--- src/rtl/ex_stage.sv ---
// Execute stage with EX/MEM pipeline register; 32-bit ALU (add/sub/and/or).
// Define EX_MUL_EN to add the iterative shift-add multiplier (code 1000) with upstream stall.
module ex_stage (
  input  logic        clk_i,
  input  logic        rst_i,
  input  logic        valid_i,
  input  logic        flush_i,
  input  logic [31:0] val1_i,
  input  logic [31:0] val2_i,
  input  logic [31:0] store_data_i,
  input  logic [3:0]  alu_ctrl_i,
  input  logic [4:0]  rd_addr_i,
  input  logic [1:0]  mem_i,
  input  logic        wb_i,
  output logic        stall_o,
  output logic        valid_o,
  output logic [31:0] alu_result_o,
  output logic [31:0] store_data_o,
  output logic [4:0]  rd_addr_o,
  output logic [1:0]  mem_o,
  output logic        wb_o
);

  logic [31:0] aluResult;
  logic        load;
  logic [31:0] loadResult;
  logic        stallRaw;

  logic        valid_q;
  logic [31:0] result_q;
  logic [31:0] storeData_q;
  logic [4:0]  rdAddr_q;
  logic [1:0]  mem_q;
  logic        wb_q;

  always_comb begin
    aluResult = 32'd0;
    case (alu_ctrl_i)
      4'b0010: aluResult = val1_i + val2_i;
      4'b0110: aluResult = val1_i - val2_i;
      4'b0000: aluResult = val1_i & val2_i;
      4'b0001: aluResult = val1_i | val2_i;
      default: aluResult = 32'd0;
    endcase
  end

`ifdef EX_MUL_EN
  typedef enum logic {IDLE, BUSY} state_e;

  state_e      state_q, state_d;
  logic [4:0]  cnt_q, cnt_d;
  logic [31:0] mcand_q, mcand_d;
  logic [31:0] mplier_q, mplier_d;
  logic [31:0] acc_q, acc_d;
  logic        isMul;
  logic [31:0] accStep;

  assign isMul   = (alu_ctrl_i == 4'b1000);
  // Accumulator value after this cycle's iteration; also the final product on the last one.
  assign accStep = acc_q + (mplier_q[0] ? mcand_q : 32'd0);

  always_ff @(posedge clk_i or posedge rst_i) begin
    if (rst_i) begin
      state_q  <= IDLE;
      cnt_q    <= 5'd0;
      mcand_q  <= 32'd0;
      mplier_q <= 32'd0;
      acc_q    <= 32'd0;
    end else begin
      state_q  <= state_d;
      cnt_q    <= cnt_d;
      mcand_q  <= mcand_d;
      mplier_q <= mplier_d;
      acc_q    <= acc_d;
    end
  end

  always_comb begin
    state_d    = state_q;
    cnt_d      = cnt_q;
    mcand_d    = mcand_q;
    mplier_d   = mplier_q;
    acc_d      = acc_q;
    load       = 1'b0;
    loadResult = aluResult;
    stallRaw   = 1'b0;
    if (flush_i) begin
      state_d = IDLE;
      cnt_d   = 5'd0;
    end else if (state_q == IDLE) begin
      if (valid_i && isMul) begin
        state_d  = BUSY;
        cnt_d    = 5'd0;
        mcand_d  = val1_i;
        mplier_d = val2_i;
        acc_d    = 32'd0;
        stallRaw = 1'b1;
      end else if (valid_i) begin
        load = 1'b1;
      end
    end else begin
      acc_d    = accStep;
      mcand_d  = mcand_q << 1;
      mplier_d = mplier_q >> 1;
      cnt_d    = cnt_q + 5'd1;
      if (cnt_q == 5'd31) begin
        load       = 1'b1;
        loadResult = accStep;
        state_d    = IDLE;
      end else begin
        stallRaw = 1'b1;
      end
    end
  end
`else
  always_comb begin
    load       = valid_i & ~flush_i;
    loadResult = aluResult;
    stallRaw   = 1'b0;
  end
`endif

  assign stall_o = stallRaw & ~rst_i;

  // Bubbles clear the side-effect bits but leave data fields untouched.
  always_ff @(posedge clk_i or posedge rst_i) begin
    if (rst_i) begin
      valid_q     <= 1'b0;
      result_q    <= 32'd0;
      storeData_q <= 32'd0;
      rdAddr_q    <= 5'd0;
      mem_q       <= 2'b00;
      wb_q        <= 1'b0;
    end else begin
      valid_q <= load;
      mem_q   <= load ? mem_i : 2'b00;
      wb_q    <= load & wb_i;
      if (load) begin
        result_q    <= loadResult;
        storeData_q <= store_data_i;
        rdAddr_q    <= rd_addr_i;
      end
    end
  end

  assign valid_o      = valid_q;
  assign alu_result_o = result_q;
  assign store_data_o = storeData_q;
  assign rd_addr_o    = rdAddr_q;
  assign mem_o        = mem_q;
  assign wb_o         = wb_q;

endmodule

--- config.mk ---
export PLATFORM = sky130hd
export DESIGN_NAME = ex_stage
export DESIGN_NICKNAME = d
export VERILOG_FILES = /design/src/rtl/ex_stage.sv
export SDC_FILE = /design/constraint.sdc
export NUM_CORES = 1
export LEC_CHECK = 0
export BUFFER_PORTS_ARGS = -buffer_cell sky130_fd_sc_hd__buf_2
export CAP_MARGIN = 20
export CORE_ASPECT_RATIO = 2
export CORE_UTILIZATION = 40
export CTS_BUF_LIST = sky130_fd_sc_hd__clkbuf_2 sky130_fd_sc_hd__clkbuf_4 sky130_fd_sc_hd__clkbuf_8
export DETAILED_ROUTE_END_ITERATION = 10
export PLACE_DENSITY = 0.68
export SETUP_SLACK_MARGIN = 0.4
export SYNTH_ARGS = -nofsm -noshare
export SYNTH_HDL_FRONTEND = slang
export SYNTH_SLANG_ARGS = --single-unit
--- constraint.sdc ---
create_clock -name clk_i -period 2.1 [get_ports clk_i]
set_clock_uncertainty 0.05 [all_clocks]
set_input_delay 0.105 -clock clk_i [delete_from_list [all_inputs] [get_ports clk_i]]
set_output_delay 0.105 -clock clk_i [all_outputs]
set_load 0.01 [all_outputs]
Word level (Yosys, flattened, before mapping)
Index checks and enable logic that the tools add are counted. Widths: inputs -> output; s select.

Flip-flop bits (word level): 73. Input port bits: 112. Output and inout port bits: 74. Logic and storage cells: 19.

$add $sub $neg: 2. Equal/unequal tests: 3. Muxes and demuxes: 2. Bitwise gates (word level): 5. Reduce and logical (&&, ||, !) cells: 1.

Operator list (count): $pmux 32 s4 (1); $add 32x32->32 (1); $and 32x32->32 (1); $or 32x32->32 (1); $sub 32x32->32 (1); $eq 4x1->1 const B (1); $eq 4x2->1 const B (1); $eq 4x3->1 const B (1); $logic_not 4->1 (1); $and 1x1->1 (2); $mux 2 (1); $not 1->1 (1).

Depth between registers and ports, before layout
Depth in word-level cells: 3. Mapped depth: 19. Depth with buffers taken out: 18.

Worst setup path before layout
OpenSTA, ideal clock, no wires.

Kind: input port to flip-flop. From: in alu_ctrl_i[0]. To: reg result_q[26], in the netlist alu_result_o[26]. Library setup time: 0.126 ns. Arrival: 3.176 ns. Data required time: 1.924 ns. Setup slack: -1.251 ns. Cell stages on the path: 16. Path buffers: 3. Path through: clkbuf_1 -> nor3b_2 -> and2_2 -> clkbuf_8 -> clkbuf_1 -> nor2_1 -> xnor2_1 -> ha_1 -> nor2b_1 -> o31a_1 -> o31ai_4 -> o21ai_1 -> o2bb2ai_1 -> a21oi_1 -> mux2i_1 -> nand2_1.

Word-level cells in the longest chain between the ends: 2. Elaborated cells between the ends (all ways): 5. Classes of those cells: eq/ne: 3; mux: 1; reduce/logical: 1.

Ends and longest elaborated chain: start, declared (line 11) `input logic [3:0] alu_ctrl_i,`; $eq 4x1->1, or another cell as far along (line 38) `case (alu_ctrl_i)`; $pmux 32 s4 (*) (line 38); end signal, assigned (line 139) `result_q <= loadResult;`; end, declared (line 30) `logic [31:0] result_q;`.

Mark *: on every way between the ends. The rest lies on a longest branch, timed or not. A chain may end at the register's enable or synchronous reset.

Worst setup path in the final report
From: in val2_i[4]. To: reg result_q[30], in the netlist alu_result_o[30].

Word-level cells in the longest chain between the ends: 2. Elaborated cells between the ends (all ways): 3. Classes of those cells: add/sub: 2; mux: 1.

Ends and longest elaborated chain: start, declared (line 9) `input logic [31:0] val2_i,`; $sub 32x32->32 or $add 32x32->32 (tied branches) (line 40, 39); $pmux 32 s4 (*) (line 38).

Marked as above.

==> results.cfg <==
[logic_synthesis]
synthArstFlopShare_pct = 100
synth_cells = 689
ys_seq_elements = 73
avgSynthCellArea_um2 = 8.21
synthTopCellsByArea = dfrtp_1 (32%), nand2_1 (10%), ha_1 (7.5%)
yosysTopAreaCellShare_pct = 32.3
yosys_warnings = 0
synth_edf_count = 0
syn_nets = 836
synth_ff_type = dfrtp_1
ys_seq_area_share_pct = 32.3
synth_area_um2 = 5660
yosys.area.top_type = dfrtp_1
synth_cell_types = 72

[grt]
grt_max_degree = 60
antenna_found_initial = 0
grt-ovfl-total = 0
grt_usage_pct = 29.4
grt_pass1_wl_mm = 33.0
grt_pass1_vias = 7013

[pwr]
combPwrFrac_pct = 46.9
p_leak_nw = 4.77
p_seq_share_pct = 31.4
p_clk_share_pct = 21.7
intPower_w = 0.00335
p_sw_share_pct = 36.6
power.density_nw_per_um2 = 555
peakVddDrop_mv = 0.294
switchingPower_w = 0.00193

[setup_path]
cp-end-kind = register
start_kind = input pin
critPathKind = in2reg
crit_fanout = 4
required_ns = 2.31
crit_arrival_ns = 3.22

[cts]
clk_latency_ns = 0.36
cts_buffers = 9
clkTransAtPathRegs_ns = 0.09
htreeDepth = 3
cts_max_path_buffers = 2
root_buffer = clkbuf_8
clock-sinks = 73
tritoncts = yes

[run]
drv_cap = 0

[placement]
gp_congestion = 0.986
dp_hpwl_mm = 15.9
dpl_worst_slack_ns = -1.33
postPlaceCellArea_um2 = 8000
io_buffers = 184

[final_layout]
postLayoutCellArea_um2 = 9510
fin_nets = 1222
area_growth_pct = 68.2
layout-drive-gt1-share_pct = 46.9
diodes = 0

[timing]
setup_slack_ns = -0.912
drv_slew = 0
fin_crit_sh_pct = 143
max-slew-margin-rel_pct = 64.1
setup_viol = 26
tightest_slew_ns = 0.538
finalHoldViolCount = 0
fmax_mhz = 332
whs_ns = 0.0926
rsz0062_at_grt = true
layout_min_cycle_time_ns = 3.01

[run_status]
violations = setup timing
outcome = finished, violations left

[hold_path]
hold_class = in2reg

[route]
routed_via_density = 5.40
detail_route.iter0.violations = 298
wire_per_inst_um = 17.6
drc = 0
ant_nets = 0
wl_mm = 22.3
dr.pass1.iters = 6
route.vias.total = 6854

[floorplanning]
dieHeight_um = 170
rows = 61
start_util_pct = 40.9
core_um2 = 13800
fp.dieArea_um2 = 14700
die_x_um = 86.1
io_pins = 186
[Yosys cell counts, drive strengths merged (2+ instances only)]
library cell and count:
nor2 58, dfrtp 73, a31oi 4, nand2 150, o41ai 4, o31ai 6
buf 5, nand3 7, and3 5, o21a 5, xor2 24, a221oi 10
and2 11, xnor2 32, o21bai 5, ha 34, nand4 5, nor3 9
a21boi 3, a21o 5, nor2b 5, nor4 6, nand2b 6, clkbuf 32
a21oi 48, o21ai 42, nor3b 3, a22oi 19, o211ai 2, and4b 2
maj3 31, o22a 2, inv 12
[power groups by stage]
stage / Sequential (W) / Combinational (W) / Clock [W]
CTS: 0.00165 / 0.00225 / 0.00118
finish: 0.00166 / 0.00248 / 0.00115
floorplan: 0.00176 / 0.000978 / 0
global placement: 0.00168 / 0.00195 / 0
detailed placement: 0.00168 / 0.00198 / 0
global route: 0.00168 / 0.00265 / 0.00122
[kinds of logic (layout without fill, tap and decap cells)]
logic type                 Yosys count  in the layout  synth area share (%)
DFF                                 73             73                  32.3
AOI/OAI and AO/OA                  169            169                  19.6
buffers and inverters               49            440                  3.54
xor gates and xnor gates            56             56                  8.67
muxes                                2              2                 0.376
adders and majority gates           66             66                  13.4
and+or+nand+nor                    273            273                  22.1
other                                1              1                0.0663
[final cells by class]
cell class	instances	area, um2
fillers	1063	4300
well taps	189	236
clock inverters	6	67.6
clock buffers	10	131
inverters	12	48.8
flip-flops and latches	73	1830
multi-input cells	567	4320
repair buffers	412	2880
[worst paths after layout]
kind | start | to | slack, ns | cells after the start
hold reg to reg | store_data_o[27]$_DFFE_PP0P_ | store_data_o[27]$_DFFE_PP0P_ | 0.43 | 2
min in group asynchronous | rst_i | alu_result_o[14]$_DFFE_PP0P_ | 0.23 | 3
setup / recovery | val2_i[4] | alu_result_o[30]$_DFFE_PP0P_ | -0.91 | 16
setup reg to reg | alu_result_o[26]$_DFFE_PP0P_ | alu_result_o[26]$_DFFE_PP0P_ | 1.20 | 2
max in group asynchronous | rst_i | store_data_o[7]$_DFFE_PP0P_ | 1.13 | 4
hold / removal | val1_i[29] | alu_result_o[29]$_DFFE_PP0P_ | 0.09 | 4
[flip-flops by register name, summed over array words and instances (netlist names)]
signal,count
alu_result_o,32
rd_addr_o,5
valid_o,1
mem_o,2
store_data_o,32
wb_o,1
[stage by stage]
step / setup TNS, ns / util (%) / power (W) / std cells
global placement: -25.99 / 57.9 / 0.00363 / 1184
global route: -18.90 / 68.9 / 0.00555 / 1269
floorplan: -21.00 / - / 0.00274 / 689
detailed placement: -26.25 / 57.9 / 0.00366 / 1184
CTS: -12.76 / 66.0 / 0.00508 / 1257
finish: -15.44 / 68.9 / 0.00528 / 1269
[per-layer routing]
metal / track usage (%) / share of wire, % / vias to the layer above
met1: 26.2 / 32 / 3273
met2: 57.4 / 56 / 292
met4: 21.6 / 7.1 / 0
met3: 4.32 / 4.9 / 102
li1: - / - / 3187
met5: 0 / 0 / -
[cell usage in the layout (no fill, tap or decap), types with 17 or more instances in the layout]
master and count:
dfrtp_1 73, buf_6 30, maj3_1 31, xor2_1 21, buf_2 178, nor2_1 50, a22oi_1 19, ha_1 32
buf_4 161, dlygate4sd3_1 41, xnor2_1 25, a21oi_1 25, o21ai_1 28, a21oi_2 17, nand2_1 140
[critical path: stages]
cell and delay [ns]:
buf_8 0.10, nor4_4 0.29, buf_4 0.16, and4b_1 0.23, and2_4 0.20, buf_4 0.12
a21oi_1 0.07, xnor2_1 0.13, ha_1 0.35, a21oi_2 0.18, o21ai_1 0.13, a31o_2 0.28
or4_1 0.50, o22a_1 0.18, xnor2_1 0.13, o21ai_1 0.07
[repair_timing]
action                                  CTS  global route
pin swaps                                77            53
endpoints found under the hold margin    54             0
hold buffers                             41             0
gates resized for setup                  99            62
setup buffers                            16            12
endpoints found under the setup margin   30            31
No activity file was read; power rests on OpenSTA's default activity.
